--- src/rtl/fetch_stage_pkg.sv ---
// Shared types and default sizing for the instruction fetch stage.
package fetch_stage_pkg;

  localparam int NUM_WARPS_DEFAULT   = 4;
  localparam int NUM_THREADS_DEFAULT = 4;
  localparam int PC_BITS_DEFAULT     = 31;
  localparam int UUID_WIDTH_DEFAULT  = 44;
  localparam int IBUF_SIZE_DEFAULT   = 4;
  localparam int ADDR_WIDTH_DEFAULT  = 30;
  localparam int NW_WIDTH_DEFAULT    = (NUM_WARPS_DEFAULT > 1) ? $clog2(NUM_WARPS_DEFAULT) : 1;

  typedef struct packed {
    logic [NW_WIDTH_DEFAULT-1:0]    wid;
    logic [NUM_THREADS_DEFAULT-1:0] tmask;
    logic [PC_BITS_DEFAULT-1:0]     pc;
    logic [UUID_WIDTH_DEFAULT-1:0]  uuid;
  } schedule_t;

  typedef struct packed {
    logic [NW_WIDTH_DEFAULT-1:0]    wid;
    logic [NUM_THREADS_DEFAULT-1:0] tmask;
    logic [PC_BITS_DEFAULT-1:0]     pc;
    logic [UUID_WIDTH_DEFAULT-1:0]  uuid;
    logic [31:0]                    instr;
  } fetch_t;

endpackage

--- src/rtl/fetch_stage_credit_ctr.sv ---
// Per-warp instruction-buffer credit counters; full[w] blocks further scheduling of warp w.
module fetch_credit_ctr
  import fetch_stage_pkg::*;
#(
  parameter int NUM_WARPS = NUM_WARPS_DEFAULT,
  parameter int IBUF_SIZE = IBUF_SIZE_DEFAULT,
  parameter int NW_WIDTH  = NW_WIDTH_DEFAULT
) (
  input  logic                 clk,
  input  logic                 reset,
  input  logic                 inc,
  input  logic [NW_WIDTH-1:0]  inc_wid,
  input  logic                 dec,
  input  logic [NW_WIDTH-1:0]  dec_wid,
  output logic [NUM_WARPS-1:0] full
);

  localparam int CTR_W = $clog2(IBUF_SIZE + 1);
  localparam logic [CTR_W-1:0] LIMIT = CTR_W'(IBUF_SIZE);
  localparam logic [CTR_W-1:0] ONE   = CTR_W'(1);

  logic [CTR_W-1:0]     ctr [NUM_WARPS];
  logic [NUM_WARPS-1:0] up;
  logic [NUM_WARPS-1:0] dn;

  always_comb begin
    up   = '0;
    dn   = '0;
    full = '0;
    for (int w = 0; w < NUM_WARPS; w++) begin
      up[w]   = inc & (inc_wid == NW_WIDTH'(w));
      dn[w]   = dec & (dec_wid == NW_WIDTH'(w));
      full[w] = (ctr[w] == LIMIT);
    end
  end

  // A simultaneous credit take and release cancel out; a release at zero saturates.
  always_ff @(posedge clk) begin
    if (reset) begin
      for (int w = 0; w < NUM_WARPS; w++) ctr[w] <= '0;
    end else begin
      for (int w = 0; w < NUM_WARPS; w++) begin
        if (up[w] & ~dn[w])
          ctr[w] <= ctr[w] + ONE;
        else if (dn[w] & ~up[w] & (ctr[w] != '0))
          ctr[w] <= ctr[w] - ONE;
      end
    end
  end

  pop_underflow: assert property (@(posedge clk) disable iff (reset)
    dec |-> (ctr[dec_wid] != '0));

endmodule

--- src/rtl/fetch_stage.sv ---
// Fetch stage: issues tagged I-cache reads for scheduled warps and pairs responses with stored metadata.
module fetch_stage
  import fetch_stage_pkg::*;
#(
  parameter  int NUM_WARPS   = NUM_WARPS_DEFAULT,
  parameter  int NUM_THREADS = NUM_THREADS_DEFAULT,
  parameter  int PC_BITS     = PC_BITS_DEFAULT,
  parameter  int UUID_WIDTH  = UUID_WIDTH_DEFAULT,
  parameter  int IBUF_SIZE   = IBUF_SIZE_DEFAULT,
  parameter  int ADDR_WIDTH  = ADDR_WIDTH_DEFAULT,
  localparam int NW_WIDTH    = (NUM_WARPS > 1) ? $clog2(NUM_WARPS) : 1
) (
  input  logic                   clk,
  input  logic                   reset,
  input  logic                   sched_valid,
  output logic                   sched_ready,
  input  logic [NW_WIDTH-1:0]    sched_wid,
  input  logic [NUM_THREADS-1:0] sched_tmask,
  input  logic [PC_BITS-1:0]     sched_pc,
  input  logic [UUID_WIDTH-1:0]  sched_uuid,
  output logic                   icache_req_valid,
  input  logic                   icache_req_ready,
  output logic [ADDR_WIDTH-1:0]  icache_req_addr,
  output logic [NW_WIDTH-1:0]    icache_req_tag,
  input  logic                   icache_rsp_valid,
  output logic                   icache_rsp_ready,
  input  logic [31:0]            icache_rsp_data,
  input  logic [NW_WIDTH-1:0]    icache_rsp_tag,
  output logic                   fetch_valid,
  input  logic                   fetch_ready,
  output logic [NW_WIDTH-1:0]    fetch_wid,
  output logic [NUM_THREADS-1:0] fetch_tmask,
  output logic [PC_BITS-1:0]     fetch_pc,
  output logic [31:0]            fetch_instr,
  output logic [UUID_WIDTH-1:0]  fetch_uuid,
  input  logic                   ibuf_pop,
  input  logic [NW_WIDTH-1:0]    ibuf_pop_wid,
  output logic                   busy
);

  typedef struct packed {
    logic [NUM_THREADS-1:0] tmask;
    logic [PC_BITS-1:0]     pc;
    logic [UUID_WIDTH-1:0]  uuid;
  } meta_t;

  logic [NUM_WARPS-1:0]  pending;
  logic [NUM_WARPS-1:0]  full;
  logic                  req_stall;
  logic                  sched_fire;
  logic                  rsp_fire;
  logic                  vld_p1;
  logic [ADDR_WIDTH-1:0] req_addr_p1;
  logic [NW_WIDTH-1:0]   req_tag_p1;
  meta_t                 meta_mem [NUM_WARPS];
  meta_t                 meta_rd;

  assign req_stall   = vld_p1 & ~icache_req_ready;
  assign sched_ready = ~req_stall & ~full[sched_wid] & ~pending[sched_wid];
  assign sched_fire  = sched_valid & sched_ready;
  assign rsp_fire    = icache_rsp_valid & fetch_ready;

  fetch_credit_ctr #(
    .NUM_WARPS (NUM_WARPS),
    .IBUF_SIZE (IBUF_SIZE),
    .NW_WIDTH  (NW_WIDTH)
  ) u_credit (
    .clk     (clk),
    .reset   (reset),
    .inc     (sched_fire),
    .inc_wid (sched_wid),
    .dec     (ibuf_pop),
    .dec_wid (ibuf_pop_wid),
    .full    (full)
  );

  // p0 -> p1: accepted schedule loads the request register and the metadata store
  always_ff @(posedge clk) begin
    if (reset) begin
      pending <= '0;
      vld_p1  <= 1'b0;
    end else begin
      if (rsp_fire)
        pending[icache_rsp_tag] <= 1'b0;
      if (sched_fire)
        pending[sched_wid] <= 1'b1;
      if (sched_fire)
        vld_p1 <= 1'b1;
      else if (icache_req_ready)
        vld_p1 <= 1'b0;
    end
  end

  always_ff @(posedge clk) begin
    if (sched_fire) begin
      req_addr_p1         <= ADDR_WIDTH'(sched_pc >> 1);
      req_tag_p1          <= sched_wid;
      meta_mem[sched_wid] <= '{tmask: sched_tmask, pc: sched_pc, uuid: sched_uuid};
    end
  end

  assign icache_req_valid = vld_p1;
  assign icache_req_addr  = req_addr_p1;
  assign icache_req_tag   = req_tag_p1;

  // response side: metadata lookup by tag, no register stage
  assign meta_rd          = meta_mem[icache_rsp_tag];
  assign fetch_valid      = icache_rsp_valid;
  assign icache_rsp_ready = fetch_ready;
  assign fetch_wid        = icache_rsp_tag;
  assign fetch_tmask      = meta_rd.tmask;
  assign fetch_pc         = meta_rd.pc;
  assign fetch_uuid       = meta_rd.uuid;
  assign fetch_instr      = icache_rsp_data;

  assign busy = vld_p1 | (|pending);

  rsp_without_request: assert property (@(posedge clk) disable iff (reset)
    rsp_fire |-> pending[icache_rsp_tag]);

endmodule
--- config.mk ---
export PLATFORM = sky130hd
export DESIGN_NAME = fetch_stage
export DESIGN_NICKNAME = d
export VERILOG_FILES = /design/src/rtl/fetch_stage_pkg.sv /design/src/rtl/fetch_stage_credit_ctr.sv /design/src/rtl/fetch_stage.sv
export SDC_FILE = /design/constraint.sdc
export NUM_CORES = 1
export LEC_CHECK = 0
export ABC_AREA = 1
export BUFFER_PORTS_ARGS = -buffer_cell sky130_fd_sc_hd__buf_2
export CAP_MARGIN = 20
export CELL_PAD_IN_SITES_DETAIL_PLACEMENT = 2
export CELL_PAD_IN_SITES_GLOBAL_PLACEMENT = 2
export CORE_UTILIZATION = 41
export CTS_CLUSTER_SIZE = 40
export DETAILED_ROUTE_END_ITERATION = 10
export GPL_TIMING_DRIVEN = 0
export PLACE_DENSITY = 0.95
export RECOVER_POWER = 25
export SYNTH_ARGS = -nofsm -noshare
export SYNTH_HDL_FRONTEND = slang
export SYNTH_SLANG_ARGS = --single-unit
--- constraint.sdc ---
create_clock -name clk -period 6.25 [get_ports clk]
set_input_delay 1.25 -clock clk [delete_from_list [all_inputs] [get_ports clk]]
set_output_delay 1.25 -clock clk [all_outputs]
set_load 0.01 [all_outputs]
==> results of run 1 <==
[sequential cells by signal, indices dropped and copies added (netlist names)]
name              count
icache_req_valid      1
pending               4
icache_req_addr      30
u_credit.ctr         12
meta_mem            316
icache_req_tag        2
[worst min-delay path, cell delays in order, from the launching register on]
cell and delay, ns:
dfxtp_1 0.31, o31ai_1 0.07, a21oi_1 0.07
[cells in the final DEF, fill, tap and decap left out, types with 9 or more instances in the layout]
cell type    n
nor2_1       9
edfxtp_1   360
clkbuf_16   40
clkinv_1    10
nand2_1    103
a21oi_1     11
nand3_1    178
clkinv_2     9
a22oi_1     78
buf_4       36
buf_2      193
clkbuf_1    94
inv_1       24
[cell families (layout without fill, tap and decap cells)]
group	Yosys count	in the layout	share of synthesized area
DFF	365	365	0.792
and+or+nand+nor	310	310	0.105
buffers and inverters	108	425	0.0412
AOI/OAI and AO/OA	100	100	0.0518
adders and majority gates	6	6	0.00708
xor gates and xnor gates	4	4	0.00254
other	0	3	0
[area by class of cell]
class | count | area, um^2
flip-flops and latches | 365 | 10900
diodes | 3 | 7.51
fillers | 3141 | 15900
clock inverters | 26 | 214
inverters | 28 | 115
plain buffers | 80 | 463
multi-input cells | 420 | 2300
clock buffers | 46 | 1020
repair buffers | 245 | 1270
well taps | 442 | 553
[metal layers]
layer  vias to the layer above  GRT usage
met1                      4605      0.286
met2                       335      0.498
li1                       3952          -
met4                         2     0.0909
met3                        88     0.0525
met5                         -          0
[through the flow]
stage	worst slack, ns	total power, mW	area, um^2	instances
4_1_cts	1.59	5.62	16900	1652
3_3_place_gp	0.716	3.31	15500	1575
6_report	1.61	5.57	16900	1655
2_1_floorplan	2.28	3.10	13800	893
5_1_grt	1.51	5.73	16800	1653
3_5_place_dp	1.60	3.36	15700	1580
[how the worst min path moves through the flow]
stage               slack, ns                     to                   from  cells past startpoint
finish                   0.51  pending[2]$_SDFF_PP0_  pending[2]$_SDFF_PP0_                      2
global route             0.53  pending[2]$_SDFF_PP0_  pending[2]$_SDFF_PP0_                      2
CTS                      0.50  pending[2]$_SDFF_PP0_  pending[2]$_SDFF_PP0_                      2
detailed placement       0.47  pending[2]$_SDFF_PP0_  pending[2]$_SDFF_PP0_                      2
global placement         0.46  pending[2]$_SDFF_PP0_  pending[2]$_SDFF_PP0_                      2
floorplan                0.45  pending[2]$_SDFF_PP0_  pending[2]$_SDFF_PP0_                      2
[power by group]
group	switching, mW	total [mW]	internal, mW
clock network	0.958	2.26	1.30
logic	0.321	0.468	0.147
registers	0.0363	2.84	2.80
total	1.32	5.57	4.25
==> results.json, run 1 <==
{
  "grt_pass1_vias": 10100,
  "wl_per_cell_um": 27.1,
  "yosys.cell_count.top_type": "edfxtp_1",
  "drive_gt1_frac": 0.250,
  "areaGrowthSynthToFinish_pct": 22.3,
  "yosys_register_bits": 365,
  "hold_viol": 0,
  "finalSetupViolCount": 0,
  "cp_cell_sequence": "buf_2 -> buf_2 -> nor2_2 -> buf_2 -> buf_2 -> a22oi_1 -> nand3_1 -> buf_2",
  "clock_path_buffers": 3,
  "layout_min_cycle_time_ns": 4.64,
  "cts.clk_slew.worst_paths_ns": 0.06,
  "ys_warn_count": 0,
  "numCtsBuffers": 39,
  "r2r_end": "meta_mem[1][35]$_DFFE_PP_",
  "tightest_slew_ns": 0.919,
  "wl_mm": 44.8,
  "cts_tree": "built",
  "max_freq_mhz": 215,
  "synth_nets": 1023,
  "ys.flop_type": "edfxtp_1",
  "dieHeight_um": 185,
  "place_congestion": 0.767,
  "power_leakage_nw": 6.11,
  "drtAntennaViolNets": 0,
  "clock-root-buffer": "clkbuf_16",
  "cts_resized": 0,
  "viasPerCell": 5.43,
  "portBuffers": 240,
  "cts_setup_buffers": 0,
  "ctsHtreeMaxLevel": 2,
  "worst-setup-path-type": "in2out",
  "grt.total_usage": 0.262,
  "grt_max_degree": 59,
  "io_pins": 274,
  "rsz0062_at_grt": "no",
  "layout.nets": 1309,
  "cp_top_family": "buffers and inverters",
  "hpwl_mm": 30.2,
  "worstSetupPathDepth": 8,
  "critPathLaunch": "icache_rsp_tag[1]",
  "async_flop_share": 0,
  "maxSlewHeadroom": 0.385,
  "timing.final.crit_share": 0.743,
  "hold_class": "reg2reg",
  "crit_path_top_delay_cell": "nor2_2",
  "final_util": 0.514,
  "peakVddDrop_mv": 0.237,
  "coreArea_um2": 32800,
  "drv_cap": 0,
  "r2r_start": "u_credit.ctr[3][0]$_DFFE_PP_",
  "synth_area_leader_cell": "edfxtp_1",
  "ys_top_cells_by_count": "edfxtp_1 (360), nand3_1 (178), nand2_1 (103)",
  "required_ns": 5.00,
  "drv_slew": 0,
  "outcome": "complete, no violations",
  "synth_edf_count": 360,
  "hold_buffers": 0,
  "drc": 0,
  "setup.worst_path.end": "fetch_pc[10]",
  "clock_latency_ns": 0.53,
  "r2r_slack_ns": 3.33,
  "yosys-top-cells-area": "edfxtp_1 (78%), nand3_1 (6.5%), a22oi_1 (4.3%)",
  "syn_area_um2": 13800,
  "arrival_ns": 3.39,
  "grt_pass1_wl_mm": 64.6,
  "syn_avg_cell_area_um2": 15.4,
  "fin_skew_ns": 0.0131,
  "met1Wirelength_mm": 16.1,
  "die_w_um": 185,
  "end_kind": "primary output",
  "path_max_fanout": 10,
  "drt_iter0_drc": 581,
  "holdWs_ns": 0.505,
  "start_kind": "primary input",
  "start_util": 0.420,
  "fin_setup_tns_ns": 0,
  "dr_wl_met2_mm": 24.5,
  "cts_sinks": 365,
  "grt_antenna_before_repair": 4,
  "wl_met3_mm": 2.69,
  "vias": 8982,
  "drt_pass1_iterations": 4,
  "postSynthCellCount": 893,
  "p_per_area_nw_per_um2": 330,
  "synth_top_area_share": 0.785,
  "r2r_cells": 10,
  "ys_types": 30,
  "cpPeakStageDelay_ns": 0.58,
  "synth-seq-area-share": 0.792,
  "die-area_um2": 34300,
  "rows": 66,
  "grt-ovfl-total": 0,
  "path_common_cell": "buf_2",
  "path_buf_inv": 5,
  "top_layer": "met5"
}
Power figures use the tool's default switching activity.
==> run 2: changes to the inputs <==
--- a/config.mk
+++ b/config.mk
@@ -10,11 +10,11 @@
 export CAP_MARGIN = 20
 export CELL_PAD_IN_SITES_DETAIL_PLACEMENT = 2
 export CELL_PAD_IN_SITES_GLOBAL_PLACEMENT = 2
-export CORE_UTILIZATION = 41
+export CORE_UTILIZATION = 38
 export CTS_CLUSTER_SIZE = 40
 export DETAILED_ROUTE_END_ITERATION = 10
 export GPL_TIMING_DRIVEN = 0
-export PLACE_DENSITY = 0.95
+export PLACE_DENSITY = 0.91
 export RECOVER_POWER = 25
 export SYNTH_ARGS = -nofsm -noshare
 export SYNTH_HDL_FRONTEND = slang
==> constraint.sdc (replaced) <==
create_clock -name clk -period 4.4 [get_ports clk]
set_input_delay 0.88 -clock clk [delete_from_list [all_inputs] [get_ports clk]]
set_output_delay 0.88 -clock clk [all_outputs]
set_load 0.01 [all_outputs]
==> run 2 against run 1 <==
The flow now finishes with violations (design-rule violations). Critical path type unchanged. Highest routed layer unchanged. Flip-flop and latch count unchanged. Via count decreased by 0.21%. Count of clock-buffer cells in the layout decreased by 1. Sequential power increased by 42%. Core utilization decreased by 3.8 points. Total power increased by 47%. Cell count increased by 1.3%. Non-clock buffer count decreased by 1. Setup slack got worse by 1.1 ns. Wire length decreased by 3.8%. Critical endpoint is now fetch_pc[12]. Hold slack got worse by 0.0015 ns. Die area increased by 7.8%.
==> results.json, run 2 (same netlist as run 1, synthesis figures left out) <==
{
  "worst-setup-path-type": "in2out",
  "final_cell_mix": "edfxtp_1 (360), buf_2 (193), nand3_1 (178)",
  "clock_path_buffers": 3,
  "layout_min_cycle_time_ns": 3.88,
  "viasPerCell": 5.34,
  "maxSlewHeadroom": 0.296,
  "grt_pass1_wl_mm": 62.6,
  "rsz0062_at_grt": "no",
  "layout.nets": 1310,
  "cts_tree": "built",
  "peakVddDrop_mv": 0.355,
  "grt_max_degree": 60,
  "drt_iter0_drc": 541,
  "grt_antenna_before_repair": 5,
  "wl_mm": 43.1,
  "stdcell_count": 1677,
  "drv_slew": 0,
  "hpwl_mm": 28.0,
  "clkPwrFrac": 0.429,
  "fillers": 3456,
  "cts_setup_buffers": 0,
  "final_util": 0.477,
  "coreArea_um2": 35700,
  "drv_cap": 0,
  "drtAntennaViolNets": 0,
  "drive_gt1_frac": 0.251,
  "top_register": "meta_mem",
  "outcome": "complete, but fails checks",
  "end_kind": "primary output",
  "path_common_cell": "buf_2",
  "start_kind": "primary input",
  "timing.final.crit_share": 0.882,
  "portBuffers": 240,
  "clock-root-buffer": "clkbuf_16",
  "max_freq_mhz": 258,
  "finalSetupViolCount": 0,
  "drt_pass1_iterations": 7,
  "grt_pass1_vias": 9908,
  "p_per_area_nw_per_um2": 483,
  "grt-ovfl-total": 0,
  "path_max_fanout": 10,
  "fin_ws_ns": 0.520,
  "start_util": 0.386,
  "switching_share": 0.231,
  "die-area_um2": 37000,
  "post-place-cells": 1598,
  "areaGrowthSynthToFinish_pct": 23.3,
  "hold_viol": 0,
  "hold_buffers": 0,
  "crit_path_top_delay_cell": "nor2_1",
  "largest_reg_flops": 316,
  "r2r_slack_ns": 1.60,
  "violations": "design-rule violations",
  "power_leakage_nw": 6.16,
  "clock_latency_ns": 0.56,
  "preCtsSetupSlack_ns": 0.478,
  "cp_top_family": "buffers and inverters",
  "rows": 69,
  "p_comb_frac": 0.079,
  "place_congestion": 0.752,
  "path_buf_inv": 4,
  "required_ns": 3.52,
  "power_frac_seq": 0.492,
  "dieHeight_um": 192,
  "drc": 108,
  "cts_resized": 0,
  "p_switching_mw": 1.89,
  "cp_cell_sequence": "buf_2 -> nor2_1 -> buf_2 -> buf_2 -> a22oi_1 -> nand3_1 -> buf_2",
  "hold_class": "reg2reg",
  "io_pins": 274,
  "fin_skew_ns": 0.0297,
  "cpPeakStageDelay_ns": 0.81,
  "vias": 8963,
  "wl_per_cell_um": 25.7,
  "arrival_ns": 3.00,
  "grt.total_usage": 0.233,
  "cts_sinks": 365,
  "fin_setup_tns_ns": 0,
  "ctsHtreeMaxLevel": 2,
  "numCtsBuffers": 41,
  "tightest_slew_ns": 1.05,
  "die_w_um": 192,
  "cts.clk_slew.worst_paths_ns": 0.06,
  "internal_power_mw": 6.31,
  "layout_commonest_cell": "edfxtp_1"
}
## run 2: cell types whose count changed in the layout (fill, tap and decap cells not counted)
cell / before / now
bufinv_16: 3 / 6
inv_1: 24 / 23
clkbuf_16: 40 / 43
clkbuf_1: 94 / 90
inv_6: 2 / 1
buf_16: 5 / 4
clkinv_8: 1 / 0
clkinvlp_4: 1 / 2
inv_2: 0 / 1
clkinv_1: 10 / 16
clkinv_2: 9 / 6
## run 2: area by class of cell
type	instances	area (um^2)	area share
Timing Repair Buffer	244	1240	0.0731
Buffer	80	463	0.0272
Tap cell	461	577	0.0339
Clock buffer	45	1080	0.0638
Antenna cell	3	7.51	0.000442
Sequential cell	365	10900	0.642
Clock inverter	31	294	0.0173
Inverter	28	115	0.00678
Multi-Input combinational cell	420	2300	0.135
## run 2: tightest hold or removal path: cells and delay by family (launching register included)
| family | cells | cell delay, ns |
|---|---|---|
| flops | 1 | 0.32 |
| compound gates | 2 | 0.13 |
## run 2: per-layer routing
metal | vias up | GRT usage | wire (um)
met5 | - | 0 | 34
met4 | 4 | 0.0830 | 1220
met3 | 81 | 0.0475 | 2530
met2 | 307 | 0.428 | 23000
met1 | 4614 | 0.267 | 16300
li1 | 3957 | - | -
## run 2: through the flow
step	total power [mW]	hold WS (ns)	instance area, um^2
floorplan	4.40	0.448	13800
global route	8.45	0.520	17000
detailed placement	4.76	0.494	15700
global placement	4.70	0.460	15600
CTS	8.29	0.500	17100
finish	8.20	0.504	17000
## run 2: worst paths after layout
path / from / to / cells after the start
setup / recovery: icache_rsp_tag[0] / fetch_pc[12] / 7
setup reg to reg: u_credit.ctr[3][0]$_DFFE_PP_ / meta_mem[1][14]$_DFFE_PP_ / 10
hold reg to reg: pending[2]$_SDFF_PP0_ / pending[2]$_SDFF_PP0_ / 2
hold / removal: pending[2]$_SDFF_PP0_ / pending[2]$_SDFF_PP0_ / 2
## run 2: power groups by stage
| stage | clock, mW | sequential [mW] | combinational (mW) |
|---|---|---|---|
| 2_1_floorplan | 0 | 4.10 | 0.295 |
| 3_3_place_gp | 0 | 4.10 | 0.601 |
| 3_5_place_dp | 0 | 4.10 | 0.657 |
| 4_1_cts | 3.58 | 4.03 | 0.669 |
| 5_1_grt | 3.71 | 4.04 | 0.705 |
| 6_report | 3.52 | 4.03 | 0.649 |
==> run 3: changes to the inputs <==
--- a/config.mk
+++ b/config.mk
@@ -10,11 +10,11 @@
 export CAP_MARGIN = 20
 export CELL_PAD_IN_SITES_DETAIL_PLACEMENT = 2
 export CELL_PAD_IN_SITES_GLOBAL_PLACEMENT = 2
-export CORE_UTILIZATION = 38
+export CORE_UTILIZATION = 35
 export CTS_CLUSTER_SIZE = 40
 export DETAILED_ROUTE_END_ITERATION = 10
 export GPL_TIMING_DRIVEN = 0
-export PLACE_DENSITY = 0.91
+export PLACE_DENSITY = 0.88
 export RECOVER_POWER = 25
 export SYNTH_ARGS = -nofsm -noshare
 export SYNTH_HDL_FRONTEND = slang
==> constraint.sdc (replaced) <==
create_clock -name clk -period 3.3 [get_ports clk]
set_input_delay 0.66 -clock clk [delete_from_list [all_inputs] [get_ports clk]]
set_output_delay 0.66 -clock clk [all_outputs]
set_load 0.01 [all_outputs]
==> run 3 against run 2 <==
The run now ends clean. Cell count increased by 3.4%. Core utilization is 3.9 points lower. Register-to-register slack lost 1.3 ns. Sequential power grew 33%. Global-route usage down 2.1 points. Non-clock buffer count up 4. Highest routed layer unchanged.
==> results.json, run 3 (same netlist as run 1, synthesis figures left out) <==
{
  "outcome": "complete, no violations",
  "hold_class": "in2reg",
  "drt_pass1_iterations": 5,
  "final_cell_mix": "edfxtp_1 (360), buf_2 (190), nand3_1 (178)",
  "start_util": 0.356,
  "fin_ws_ns": 0.138,
  "worstHoldEndpoint": "icache_req_addr[10]$_DFFE_PN_",
  "stdcell_count": 1734,
  "path_common_cell": "buf_2",
  "grt_max_degree": 36,
  "r2r_cells": 11,
  "path_buf_inv": 5,
  "path_max_fanout": 10,
  "cp_cell_sequence": "buf_2 -> buf_2 -> nor2_4 -> buf_2 -> buf_2 -> a22oi_1 -> nand3_1 -> buf_2",
  "finalPower_mw": 10.4,
  "cts_setup_buffers": 0,
  "clock-root-buffer": "clkbuf_16",
  "cts.clk_slew.worst_paths_ns": 0.06,
  "drv_slew": 0,
  "drive_gt1_frac": 0.251,
  "drc": 0,
  "hold_buffers": 0,
  "r2r_end": "meta_mem[0][14]$_DFFE_PP_",
  "layout_commonest_cell": "edfxtp_1",
  "ctsHtreeMaxLevel": 2,
  "grt_pass1_wl_mm": 63.1,
  "grt_pass1_vias": 9837,
  "r2r_slack_ns": 0.34,
  "grt-ovfl-total": 0,
  "cts_sinks": 365,
  "layout.nets": 1314,
  "areaGrowthSynthToFinish_pct": 23.1,
  "peakVddDrop_mv": 0.476,
  "cpPeakStageDelay_ns": 0.37,
  "largest_reg_flops": 316,
  "viasPerCell": 5.12,
  "drtAntennaViolNets": 0,
  "worst-setup-path-type": "in2out",
  "layout_min_cycle_time_ns": 3.16,
  "grt.total_usage": 0.212,
  "wl_mm": 42.5,
  "crit_path_top_delay_cell": "nor2_4",
  "holdPathStages": 1,
  "top_register": "meta_mem",
  "drt_iter0_drc": 538,
  "cts_resized": 3,
  "tightest_slew_ns": 0.937,
  "vias": 8874,
  "cts_tree": "built",
  "maxSlewHeadroom": 0.375,
  "rows": 72,
  "r2r_start": "u_credit.ctr[3][0]$_DFFE_PP_",
  "p_per_area_nw_per_um2": 613,
  "max_freq_mhz": 316,
  "dieHeight_um": 200,
  "start_kind": "primary input",
  "preCtsSetupSlack_ns": -0.207,
  "rsz0062_at_grt": "no",
  "clock_latency_ns": 0.56,
  "die-area_um2": 40200,
  "end_kind": "primary output",
  "arrival_ns": 2.50,
  "cp_top_family": "buffers and inverters",
  "clock_path_buffers": 3,
  "fin_skew_ns": 0.0308,
  "post-place-cells": 1659,
  "grt_antenna_before_repair": 2,
  "timing.final.crit_share": 0.958,
  "place_congestion": 0.730,
  "numCtsBuffers": 41,
  "die_w_um": 200,
  "finalSetupViolCount": 0,
  "drv_cap": 0,
  "wl_per_cell_um": 24.5,
  "min_from": "sched_pc[11]",
  "hold_viol": 0,
  "power_leakage_nw": 6.07,
  "io_pins": 274,
  "portBuffers": 240,
  "required_ns": 2.64,
  "coreArea_um2": 38700,
  "hpwl_mm": 28.7
}
run 3: changes by cell type in the layout (fill, tap and decap cells not counted), sizes merged:
cell	previous run	this run
inv	29	25
bufinv	6	0
clkbuf	133	138
diode	3	1
buf	236	238
clkinvlp	2	7
run 3: layout make-up:
| class | count | area, um^2 |
|---|---|---|
| Timing Repair Buffer | 248 | 1290 |
| Buffer | 80 | 467 |
| Antenna cell | 1 | 2.50 |
| Multi-Input combinational cell | 420 | 2310 |
| Inverter | 28 | 120 |
| Clock buffer | 48 | 1070 |
| Clock inverter | 26 | 135 |
| Fill cell | 3863 | 21800 |
| Tap cell | 518 | 648 |
| Sequential cell | 365 | 10900 |
run 3: power by group:
group          leakage, nW  switching [mW]  internal (mW)  total (mW)
clock                0.586            1.84           2.33        4.16
sequential            3.36          0.0631           5.31        5.37
combinational         2.12           0.589          0.275       0.864
run 3: through the flow:
| stage | TNS, ns | util | hold WS [ns] | instance area [um^2] |
|---|---|---|---|---|
| global route | 0 | 0.438 | 0.345 | 17000 |
| detailed placement | -4.64 | 0.408 | 0.497 | 15800 |
| floorplan | 0 | - | 0.448 | 13800 |
| CTS | 0 | 0.439 | 0.287 | 17000 |
| finish | 0 | 0.438 | 0.349 | 17000 |
| global placement | -273.26 | 0.404 | 0.460 | 15600 |
run 3: worst max path at each step:
stage                     slack, ns                   endpoint               from  cells after the start
after CTS                      0.05                fetch_pc[8]  icache_rsp_tag[0]                      8
after floorplan                0.49   meta_mem[0][0]$_DFFE_PP_       sched_wid[1]                      7
after global routing          0.002              fetch_uuid[8]  icache_rsp_tag[0]                      7
after detailed placement      -0.21               fetch_pc[10]  icache_rsp_tag[0]                      7
final                          0.14               fetch_pc[16]  icache_rsp_tag[1]                      8
after global placement        -0.91  meta_mem[0][29]$_DFFE_PP_       sched_wid[0]                      8
run 3: per-layer routing:
layer	GRT usage	routed length [um]	share of wire
met3	0.0465	2250	0.053
met2	0.387	22500	0.53
met4	0.0695	909	0.021
met5	0	13	0.00031
met1	0.246	16800	0.40
